<file path="config.mk">
export PLATFORM = sky130hd
export DESIGN_NAME = oam_dma_controller
export DESIGN_NICKNAME = d
export VERILOG_FILES = /design/src/rtl/gb_mem_pkg.sv /design/src/rtl/oam_dma_controller.sv
export SDC_FILE = /design/constraint.sdc
export NUM_CORES = 1
export LEC_CHECK = 0
export BUFFER_PORTS_ARGS = -buffer_cell sky130_fd_sc_hd__buf_4
export CAP_MARGIN = 40
export CORE_MARGIN = 2
export CORE_UTILIZATION = 51
export DETAILED_ROUTE_END_ITERATION = 10
export PLACE_DENSITY = 0.85
export SLEW_MARGIN = 5
export SYNTH_ARGS = -nofsm -noshare
export SYNTH_HDL_FRONTEND = slang
export SYNTH_SLANG_ARGS = --single-unit
</file>
<file path="constraint.sdc">
create_clock -name clk -period 4 [get_ports clk]
set_input_delay 0.4 -clock clk [delete_from_list [all_inputs] [get_ports clk]]
set_output_delay 0.4 -clock clk [all_outputs]
set_load 0.1 [all_outputs]
</file>
<file path="src/rtl/gb_mem_pkg.sv">
// gb_mem_pkg: memory-map constants and DMA state encoding shared by the bus
// controller and the memoryunit decoder.
package gb_mem_pkg;
    typedef enum logic [1:0] {IDLE, START, RD, WR} dma_state_t;
    localparam logic [15:0] OAM_BASE     = 16'hFE00;
    localparam int          OAM_LEN      = 160;
    localparam logic [15:0] DMA_REG_ADDR = 16'hFF46;
    localparam logic [15:0] HRAM_LO      = 16'hFF80;
    localparam logic [15:0] HRAM_HI      = 16'hFFFE;
    localparam logic [15:0] VRAM_LO      = 16'h8000;
    localparam logic [15:0] ERAM_LO      = 16'hA000;
    localparam logic [15:0] WRAM_LO      = 16'hC000;
    localparam logic [15:0] ECHO_LO      = 16'hE000;
    localparam logic [15:0] IO_LO        = 16'hFF00;
endpackage

</file>
<file path="src/rtl/oam_dma_controller.sv">
// oam_dma_controller: sole memoryunit bus master, arbitrating CPU accesses
// against the OAM DMA copy engine.
module oam_dma_controller
    import gb_mem_pkg::*;
(
    input  logic        clk,
    input  logic        rst,
    input  logic [15:0] cpu_addr,
    input  logic [7:0]  cpu_wdata,
    output logic [7:0]  cpu_rdata,
    input  logic        cpu_oe,
    input  logic        cpu_we,
    output logic [15:0] mem_addr,
    output logic [7:0]  mem_wdata,
    input  logic [7:0]  mem_rdata,
    output logic        mem_oe,
    output logic        mem_we,
    output logic        dma_busy
);
    localparam logic [7:0] LAST_IDX = 8'(OAM_LEN - 1);

    dma_state_t state, state_nx;
    logic [7:0] src_reg, idx, idx_nx, data_lat, src_eff;
    logic       reg_hit, reg_wr, dma_active, hram_acc, stall, busy_nx;

    assign reg_hit    = cpu_addr == DMA_REG_ADDR;
    assign reg_wr     = reg_hit & cpu_we;
    assign dma_active = state == RD || state == WR;
    assign hram_acc   = (cpu_oe | cpu_we) && cpu_addr >= HRAM_LO && cpu_addr <= HRAM_HI;
    assign stall      = dma_active & hram_acc;
    // echo pages E0-FF alias work RAM C0-DF
    assign src_eff    = src_reg >= 8'hE0 ? src_reg & 8'hDF : src_reg;

    always_comb begin
        state_nx = state;
        idx_nx   = idx;
        if (reg_wr) begin
            state_nx = START;
            idx_nx   = '0;
        end else if (!stall) begin
            case (state)
                START:   begin state_nx = RD; idx_nx = '0; end
                RD:      state_nx = WR;
                WR:      begin state_nx = idx == LAST_IDX ? IDLE : RD; idx_nx = idx + 8'd1; end
                default: ;
            endcase
        end
        // a restart keeps busy asserted through its START cycle
        busy_nx   = state_nx == RD || state_nx == WR || (state_nx == START && dma_busy);
        mem_addr  = cpu_addr;
        mem_wdata = cpu_wdata;
        mem_oe    = cpu_oe;
        mem_we    = cpu_we & ~reg_hit;
        cpu_rdata = reg_hit ? src_reg : mem_rdata;
        if (dma_active && !hram_acc) begin
            mem_addr  = state == RD ? {src_eff, idx} : OAM_BASE + {8'h00, idx};
            mem_wdata = data_lat;
            mem_oe    = state == RD;
            mem_we    = state == WR;
            cpu_rdata = reg_hit ? src_reg : 8'hFF;
        end
    end

    always_ff @(posedge clk) begin
        if (rst) begin
            state    <= IDLE;
            src_reg  <= '0;
            idx      <= '0;
            data_lat <= '0;
            dma_busy <= 1'b0;
        end else begin
            state    <= state_nx;
            idx      <= idx_nx;
            dma_busy <= busy_nx;
            if (reg_wr) src_reg <= cpu_wdata;
            if (state == RD && !stall) data_lat <= mem_rdata;
        end
    end
endmodule

</file>
==> impl_metrics.tcl, run 1 <==
set metrics [dict create \
    synth_compound_area_share_pct 14.37 \
    dieHeight_um 60.95 \
    yosysSeqAreaShare_pct 32.68 \
    num_rows 20 \
    maxSlewHeadroom_pct 44.96 \
    final_util_pct 72.36 \
    io_buffers 70 \
    yosys.area_share.adder_pct 0.7564 \
    slowest_stage "a2111oi_2" \
    antenna_found_initial 0 \
    final_cells 354 \
    dp.cells 350 \
    path_class "input port to output pin" \
    cp-start-kind "input port" \
    start_util_pct 53.74 \
    reg2reg_depth 4 \
    drtPass1Iterations 4 \
    fin_tns_setup_ns 0 \
    r2r_end "dma_busy" \
    setup_viol 0 \
    ant_nets 0 \
    p_leak_nw 1.033 \
    yosys_warnings 0 \
    cp_num_buf_inv 3 \
    power_density_nw_per_um2 275.1 \
    drv_slew 0 \
    worstPathMaxFanout 29 \
    fin_skew_ns 0.001030 \
    grtUsageTotal_pct 28.02 \
    hp-class "input port to flop" \
    cts_setup_buffers 0 \
    h-tree-depth 1 \
    synthesis.area_um2 1654 \
    dieWidth_um 60.95 \
    grt_start_max_net_pins 30 \
    finalNetCount 348 \
    grt_overflow 0 \
    gp_congestion 0.8636 \
    timing.critical_path.slowest_cell_delay_ns 0.67 \
    cts_tree "done" \
    synth_xor_area_share_pct 3.707 \
    clkLatencyLatePin_ns 0.32 \
    cts_resized 0 \
    avgRoutedWirePerCell_um 13.60 \
    fmax_mhz 323.7 \
    grt_first_pass_wirelength_um 7914 \
    cp-end-kind "output pin" \
    cts.path.max_buffers 2 \
    ios 71 \
    outcome "finished clean" \
    core_region_area_um2 3078 \
    final_area_um2 2227 \
    tightest_slew_ns 0.8244 \
    holdBufCountCts 0 \
    finalCriticalPeriod_ns 3.090 \
    drcViolationCount 0 \
    cp_cell_sequence "buf_4 -> nand4_1 -> a2111oi_2 -> nand2b_1 -> buf_4 -> nand3_1 -> o21ai_0 -> buf_4" \
    hpwl_um 3607 \
    path_clk_slew_ns 0.15 \
    cts.sinks 27 \
    place_area_um2 2197 \
    hold_viol 0 \
    regToRegSetupSlack_ns 2.14 \
    worst_ep_arrival_time_ns 2.69 \
    synth_cells 249 \
    worst_slack_ns 0.9104 \
    min_to "data_lat[4]" \
    synth.area.mux_share_pct 4.841 \
    vias 1900 \
    cts_made_buffers 3 \
    regToRegStartpoint "state[0]" \
    cp_common_cell "buf_4" \
    synth_top_family_by_area "simple AND/OR/NAND/NOR gates" \
    dr.first_iter.drc_count 120 \
    crit_required_ns 3.60 \
    cts_root_buffer "clkbuf_4" \
    postSynthAreaPerCell_um2 6.643 \
    dieArea_um2 3715 \
    synth_cell_types 32 \
    wl_um 4813 \
    grt_pass1_vias 1714 \
    antennaDiodeCount 0 \
    area_delta_synth_final_pct 34.64 \
    fillerInstances 281 \
    synthSimpleGateAreaFrac_pct 39.11 \
    syn-num-nets 286 \
    cp_top_family "simple AND/OR/NAND/NOR gates" \
    min_from "mem_rdata[4]" \
    rsz0062_at_grt "false" \
    ir_drop_mv 0.1640 \
    max-cap-violations 0 \
    dp_slack_ns 0.9476 \
    fin_crit_sh_pct 77.24 \
    hold_depth 3 \
    drive_gt1_share_pct 27.10 \
    viasPerCell 5.367 \
    ys_seq_elements 27 \
]
[Yosys cell counts]
cell,instances,area (µm²)
o21ai_0,20,100.1
dfxtp_1,27,540.5
nand3_1,3,15.01
and4_2,1,10.01
o21ai_1,1,5.000
buf_2,6,30.03
nor3b_2,1,12.51
nand2_1,77,289.0
mux2i_1,8,80.08
nand2b_1,2,12.51
o21bai_1,1,7.510
nor2_1,36,135.1
nor4_4,1,21.27
a21o_1,1,7.510
nor3_1,9,45.04
or4_4,1,11.26
a21oi_1,16,80.08
clkbuf_1,9,33.78
inv_1,2,7.510
ha_1,1,12.51
and4_1,1,8.760
nand4_1,6,37.54
and2_1,1,6.260
buf_1,1,3.750
nor2b_1,1,6.260
o211a_1,1,10.01
a2111oi_1,1,10.01
a21oi_2,1,8.760
and3_1,3,18.77
nand4b_1,2,17.52
xnor2_1,7,61.31
a32oi_1,1,8.760
[through the flow]
stage	hold WS, ns	power (W)
2_1_floorplan	0.4540	0.0004312
4_1_cts	0.2974	0.0006177
6_report	0.3069	0.0006128
5_1_grt	0.2829	0.0006375
3_5_place_dp	0.4675	0.0004966
3_3_place_gp	0.4590	0.0004961
[tightest hold or removal path: stages]
cell     delay (ns)
buf_4          0.11
nand2_1        0.05
a21oi_1        0.05
[placed cells by master, fill, tap and decap left out]
master | netlist | routed
ha_1 | 1 | 1
inv_1 | 2 | 2
nand2_1 | 77 | 77
nor2b_2 | 0 | 1
a2111oi_2 | 0 | 1
o21ai_0 | 20 | 20
nor3_1 | 9 | 9
nor2_1 | 36 | 36
nand2b_1 | 2 | 2
a21oi_1 | 16 | 16
xnor2_1 | 7 | 7
and4_1 | 1 | 1
and4_2 | 1 | 1
or4_4 | 1 | 1
nand4b_1 | 2 | 2
a32oi_1 | 1 | 1
nor4_4 | 1 | 1
o21bai_1 | 1 | 1
o211a_1 | 1 | 1
o21ai_1 | 1 | 1
a21oi_2 | 1 | 1
dfxtp_1 | 27 | 27
mux2i_1 | 8 | 8
a21o_1 | 1 | 1
nand3_1 | 3 | 3
nor3b_2 | 1 | 1
buf_4 | 0 | 73
and3_1 | 3 | 3
clkinvlp_4 | 0 | 1
nand4_1 | 6 | 6
clkbuf_4 | 0 | 3
and2_1 | 1 | 1
[metal layers]
layer | part of all wire [%] | GRT usage, % | up-vias | wire, µm
li1 | - | - | 954 | -
met1 | 43 | 38.56 | 868 | 2063
met2 | 50 | 46.08 | 76 | 2402
met3 | 6.9 | 2.985 | 2 | 331
met4 | 0.31 | 9.006 | 0 | 15
met5 | 0 | 0 | - | 0
[worst max path at each step]
stage / from / end / slack [ns] / cells past startpoint
floorplan: cpu_addr[5] / mem_addr[13] / 0.47 / 5
global placement: cpu_addr[6] / mem_we / 1.05 / 8
detailed placement: cpu_addr[11] / mem_we / 0.95 / 8
CTS: cpu_addr[11] / mem_we / 0.91 / 8
global route: cpu_addr[11] / mem_addr[13] / 0.75 / 8
finish: cpu_addr[11] / mem_we / 0.91 / 8
[logic make-up after synthesis]
logic type	count (synthesis)
XOR/XNOR	7
multiplexers	8
AO/OA/AOI/OAI	43
adder cells (fa/ha/maj)	1
buffers and inverters	18
flip-flops	27
AND/OR/NAND/NOR	145
[report_power, final]
| part | total [W] | switching (W) | internal (W) |
|---|---|---|---|
| logic | 0.000222 | 0.000168 | 0.0000543 |
| clock network | 0.000122 | 0.0000834 | 0.0000382 |
| registers | 0.000269 | 0.00000000267 | 0.000269 |
[area by class of cell]
cell class                      instances  area (µm²)  share of cell area (%)
Clock buffer                            3       22.52                   1.011
Clock inverter                          1       7.507                  0.3371
Inverter                                2       7.507                  0.3371
Multi-Input combinational cell        204        1046                   46.97
Sequential cell                        27       540.5                   24.27
Tap cell                               44       55.05                   2.472
Timing Repair Buffer                   73       548.0                   24.61
No activity file was read; power rests on OpenSTA's default activity.
==> run 2, diff against run 1 <==
--- a/config.mk
+++ b/config.mk
@@ -8,9 +8,9 @@
 export BUFFER_PORTS_ARGS = -buffer_cell sky130_fd_sc_hd__buf_4
 export CAP_MARGIN = 40
 export CORE_MARGIN = 2
-export CORE_UTILIZATION = 51
+export CORE_UTILIZATION = 43
 export DETAILED_ROUTE_END_ITERATION = 10
-export PLACE_DENSITY = 0.85
+export PLACE_DENSITY = 0.76
 export SLEW_MARGIN = 5
 export SYNTH_ARGS = -nofsm -noshare
 export SYNTH_HDL_FRONTEND = slang
==> constraint.sdc (replaced) <==
create_clock -name clk -period 2.5 [get_ports clk]
set_input_delay 0.25 -clock clk [delete_from_list [all_inputs] [get_ports clk]]
set_output_delay 0.25 -clock clk [all_outputs]
set_load 0.1 [all_outputs]
==> impl_metrics.tcl, run 2 (same netlist as run 1, synthesis figures left out) <==
set metrics [dict create \
    final_area_um2 2337 \
    fmax_mhz 424.4 \
    dieHeight_um 66.02 \
    slowest_stage "a2111oi_2" \
    power_density_nw_per_um2 453.3 \
    setup_viol 0 \
    cts_made_buffers 3 \
    drv_slew 0 \
    holdBufCountCts 0 \
    cts.sinks 27 \
    grt_overflow 0 \
    grt_start_max_net_pins 30 \
    path_class "input port to output pin" \
    met2_usage_pct 39.65 \
    regToRegStartpoint "state[0]" \
    drtPass1Iterations 5 \
    tightest_slew_ns 0.6616 \
    avgRoutedWirePerCell_um 13.34 \
    fin_crit_sh_pct 94.24 \
    met1_usage_pct 32.32 \
    reg2reg_depth 4 \
    start_util_pct 44.84 \
    grtUsageMet3_pct 5.281 \
    fin_skew_ns 0.006841 \
    hold_depth 3 \
    dieWidth_um 66.02 \
    viasPerCell 5.248 \
    dieArea_um2 4359 \
    r2r_end "idx[5]" \
    grt_first_pass_wirelength_um 8238 \
    hp-class "input port to flop" \
    antennaDiodeCount 0 \
    vias 1905 \
    p_leak_nw 1.082 \
    busiest_layer "met2" \
    finalCriticalPeriod_ns 2.356 \
    gp_congestion 0.8753 \
    finalNetCount 353 \
    area_delta_synth_final_pct 41.30 \
    ir_drop_mv 0.3785 \
    whs_ns 0.2115 \
    core_region_area_um2 3689 \
    antenna_found_initial 0 \
    min_to "src_reg[7]" \
    cts_resized 0 \
    grt_pass1_vias 1716 \
    cp-end-kind "output pin" \
    outcome "finished clean" \
    cts_root_buffer "clkbuf_8" \
    wl_um 4844 \
    ant_nets 0 \
    clkLatencyLatePin_ns 0.28 \
    path_clk_slew_ns 0.11 \
    cp-start-kind "input port" \
    layout_common_cells "nand2_1, buf_4, nor2_1, dfxtp_1, o21ai_0" \
    worstPathMaxFanout 29 \
    drive_gt1_share_pct 30.79 \
    cts.path.max_buffers 2 \
    rsz0062_at_grt "false" \
    maxSlewHeadroom_pct 55.70 \
    cp_cell_sequence "buf_4 -> and3_1 -> a2111oi_2 -> buf_4 -> nand2b_1 -> buf_12 -> nand2_1 -> o21ai_0 -> buf_6" \
    grtUsageTotal_pct 24.00 \
    final_common_cell "nand2_1" \
    max-cap-violations 0 \
    regToRegSetupSlack_ns 0.99 \
    hold_viol 0 \
    num_rows 22 \
    dr.first_iter.drc_count 86 \
    cp_common_cell "buf_4" \
    drcViolationCount 0 \
    crit_required_ns 2.25 \
    min_from "cpu_wdata[7]" \
    timing.critical_path.slowest_cell_delay_ns 0.44 \
    hpwl_um 3578 \
    ios 71 \
    cts_tree "done" \
    worst_ep_arrival_time_ns 2.11 \
    h-tree-depth 1 \
    io_buffers 70 \
    cts_setup_buffers 0 \
    place_area_um2 2280 \
]
run 2: cell types whose count changed in the layout (fill, tap and decap cells not counted), sizes merged:
cell | previous run | this run
inv | 2 | 3
clkinvlp | 1 | 0
buf | 73 | 78
run 2: worst max-delay path by stage:
| stage | startpoint | end | cells after the start |
|---|---|---|---|
| 6_report | cpu_addr[6] | mem_addr[13] | 9 |
| 5_1_grt | cpu_addr[6] | mem_addr[13] | 9 |
| 4_1_cts | cpu_addr[6] | mem_we | 9 |
| 3_5_place_dp | cpu_addr[6] | mem_we | 9 |
| 3_3_place_gp | cpu_addr[15] | mem_addr[15] | 7 |
| 2_1_floorplan | cpu_addr[5] | mem_addr[13] | 5 |
run 2: where the power goes:
part           internal [W]  leakage, nW  switching (W)
logic             0.0000903        0.839       0.000269
clock network      0.000117       0.0261       0.000153
registers          0.000430        0.217  0.00000000249
run 2: layout make-up:
type | count | area (µm²)
inverter | 2 | 7.507
fill | 348 | 1351
multi-input combinational | 204 | 1066
clock buffer | 3 | 41.29
timing repair buffer | 78 | 613.1
clock inverter | 1 | 8.758
sequential | 27 | 540.5
tap | 48 | 60.06
run 2: layer usage:
| metal | wire length [µm] | part of all wire, % |
|---|---|---|
| met2 | 2312 | 48 |
| met1 | 2140 | 44 |
| met5 | 0 | 0 |
| met4 | 27 | 0.56 |
| met3 | 365 | 7.5 |
run 2: critical path: cells and delay by family:
kind	cells	cell delay (ns)
buffers and inverters	4	0.83
AOI/OAI and AO/OA	2	0.55
and+or+nand+nor	3	0.47
run 2: through the flow:
stage / utilization (%) / power, W / setup WS [ns] / TNS (ns) / cells
2_1_floorplan: - / 0.0006928 / -0.7379 / -1.480 / 249
3_3_place_gp: 61.40 / 0.0007968 / 0.05139 / 0 / 358
3_5_place_dp: 61.80 / 0.0007975 / 0.1173 / 0 / 359
4_1_cts: 63.16 / 0.001064 / 0.1081 / 0 / 363
5_1_grt: 63.37 / 0.001101 / 0.01064 / 0 / 363
6_report: 63.37 / 0.001059 / 0.1439 / 0 / 363
==> run 3, diff against run 2 <==
--- a/config.mk
+++ b/config.mk
@@ -11,6 +11,7 @@
 export CORE_UTILIZATION = 43
 export DETAILED_ROUTE_END_ITERATION = 10
 export PLACE_DENSITY = 0.76
+export RECOVER_POWER = 25
 export SLEW_MARGIN = 5
 export SYNTH_ARGS = -nofsm -noshare
 export SYNTH_HDL_FRONTEND = slang
==> constraint.sdc (replaced) <==
create_clock -name clk -period 2.5 [get_ports clk]
set_input_delay 0.25 -clock clk [delete_from_list [all_inputs] [get_ports clk]]
set_output_delay 0.25 -clock clk [all_outputs]
set_load 0.05 [all_outputs]
==> impl_metrics.tcl, run 3 (same netlist as run 1, synthesis figures left out) <==
set metrics [dict create \
    fin_tns_setup_ns 0 \
    grtUsageMet3_pct 2.896 \
    layout_common_cells "nand2_1, buf_4, nor2_1, dfxtp_1, o21ai_0" \
    r2r_end "idx[2]" \
    worst_slack_ns 0.1310 \
    grt_overflow 0 \
    power.internal_w 0.0006280 \
    viasPerCell 5.242 \
    busiest_layer "met2" \
    timing.critical_path.slowest_cell_delay_ns 0.46 \
    ir_drop_mv 0.2434 \
    p_sw_share_pct 32.09 \
    regToRegSetupSlack_ns 0.86 \
    grtUsageTotal_pct 23.34 \
    cp_common_cell "buf_4" \
    finalNetCount 353 \
    path_class "input port to output pin" \
    met1_usage_pct 32.45 \
    cts.path.max_buffers 2 \
    slowest_stage "a2111oi_2" \
    max-cap-violations 0 \
    p_leak_nw 1.057 \
    cp_cell_sequence "buf_4 -> and3_1 -> a2111oi_2 -> buf_4 -> nand2b_1 -> buf_4 -> nand3_1 -> o21ai_0 -> buf_4" \
    crit_required_ns 2.25 \
    io_buffers 70 \
    power_density_nw_per_um2 406.6 \
    clkLatencyLatePin_ns 0.28 \
    start_util_pct 44.84 \
    pwr-share-seq_pct 46.5 \
    met2_usage_pct 37.25 \
    dr.first_iter.drc_count 108 \
    min_to "src_reg[3]" \
    hpwl_um 3567 \
    fmax_mhz 422.1 \
    cp-start-kind "input port" \
    cts_setup_buffers 0 \
    fin_skew_ns 0.001476 \
    fin_crit_sh_pct 94.76 \
    finalCriticalPeriod_ns 2.369 \
    dp.cells 359 \
    cp_num_cells 9 \
    wl_um 4751 \
    p_comb_share_pct 26.3 \
    hold_viol 0 \
    dieWidth_um 66.02 \
    drtPass1Iterations 4 \
    h-tree-depth 1 \
    holdBufCountCts 0 \
    grt_start_max_net_pins 24 \
    cts_made_buffers 3 \
    path_clk_slew_ns 0.09 \
    ios 71 \
    hp-class "input port to flop" \
    drive_gt1_share_pct 26.67 \
    drv_slew 0 \
    cp_top_family "buffers and inverters" \
    core_region_area_um2 3689 \
    cts_resized 0 \
    ant_nets 0 \
    drcViolationCount 0 \
    cts_tree "done" \
    p_switching_w 0.0002968 \
    grt_first_pass_wirelength_um 7983 \
    reg2reg_depth 4 \
    outcome "finished clean" \
    grt_pass1_vias 1771 \
    final_util_pct 61.67 \
    antenna_found_initial 0 \
    hold_depth 3 \
    dieArea_um2 4359 \
    dieHeight_um 66.02 \
    cts_root_buffer "clkbuf_8" \
    cp-end-kind "output pin" \
    area_delta_synth_final_pct 37.52 \
    cts.sinks 27 \
    dp_slack_ns 0.1618 \
    avgRoutedWirePerCell_um 13.09 \
    min_from "cpu_wdata[3]" \
    setup_viol 0 \
    antennaDiodeCount 0 \
    gp_congestion 0.8595 \
    maxSlewHeadroom_pct 53.60 \
    final_cells 363 \
    regToRegStartpoint "state[0]" \
    final_common_cell "nand2_1" \
    vias 1903 \
    worst_ep_arrival_time_ns 2.12 \
    tightest_slew_ns 0.6930 \
    cp_num_buf_inv 4 \
    rsz0062_at_grt "false" \
    pwr-share-clk_pct 27.3 \
    num_rows 22 \
    worstPathMaxFanout 23 \
]
## run 3: how the worst max path moves through the flow
| stage | end | start | slack, ns |
|---|---|---|---|
| detailed placement | mem_we | cpu_addr[6] | 0.16 |
| floorplan | mem_we | state[0] | 0.26 |
| global placement | mem_addr[15] | cpu_addr[15] | 0.15 |
| finish | mem_we | cpu_addr[6] | 0.13 |
| CTS | mem_we | cpu_addr[6] | 0.14 |
| global route | mem_we | cpu_addr[6] | 0.005 |
## run 3: power by group through the flow
stage / Sequential [W] / Clock [W] / Combinational (W)
2_1_floorplan: 0.000440 / 0 / 0.000141
3_3_place_gp: 0.000440 / 0 / 0.000245
3_5_place_dp: 0.000440 / 0 / 0.000245
4_1_cts: 0.000430 / 0.000262 / 0.000246
5_1_grt: 0.000430 / 0.000277 / 0.000257
6_report: 0.000430 / 0.000252 / 0.000243
## run 3: worst register-to-register path: stages (launching register included)
cell and delay (ns):
dfxtp_1 0.66, buf_4 0.29, inv_1 0.10, o21ai_1 0.37, nor2_1 0.10
## run 3: cell type report
type                    instances  area, µm²
repair buffers                 78      581.8
clock inverters                 1      5.005
fillers                       384       1414
well taps                      48      60.06
inverters                       2      7.507
clock buffers                   3      41.29
multi-input cells             204       1039
flip-flops and latches         27      540.5
## run 3: layer usage
layer	routed length, µm	vias up	part of all wire (%)
li1	-	966	-
met1	2217	856	47
met2	2078	74	44
met3	378	7	8.0
met4	76	0	1.6
met5	0	-	0
## run 3: per-stage QoR
stage          total power (W)  hold WS, ns  cell area (µm²)
2_1_floorplan        0.0005804       0.3860             1654
4_1_cts              0.0009373       0.2115             2293
3_3_place_gp         0.0006843       0.4630             2232
6_report             0.0009248       0.2164             2275
3_5_place_dp         0.0006850       0.4676             2247
5_1_grt              0.0009637       0.2140             2275
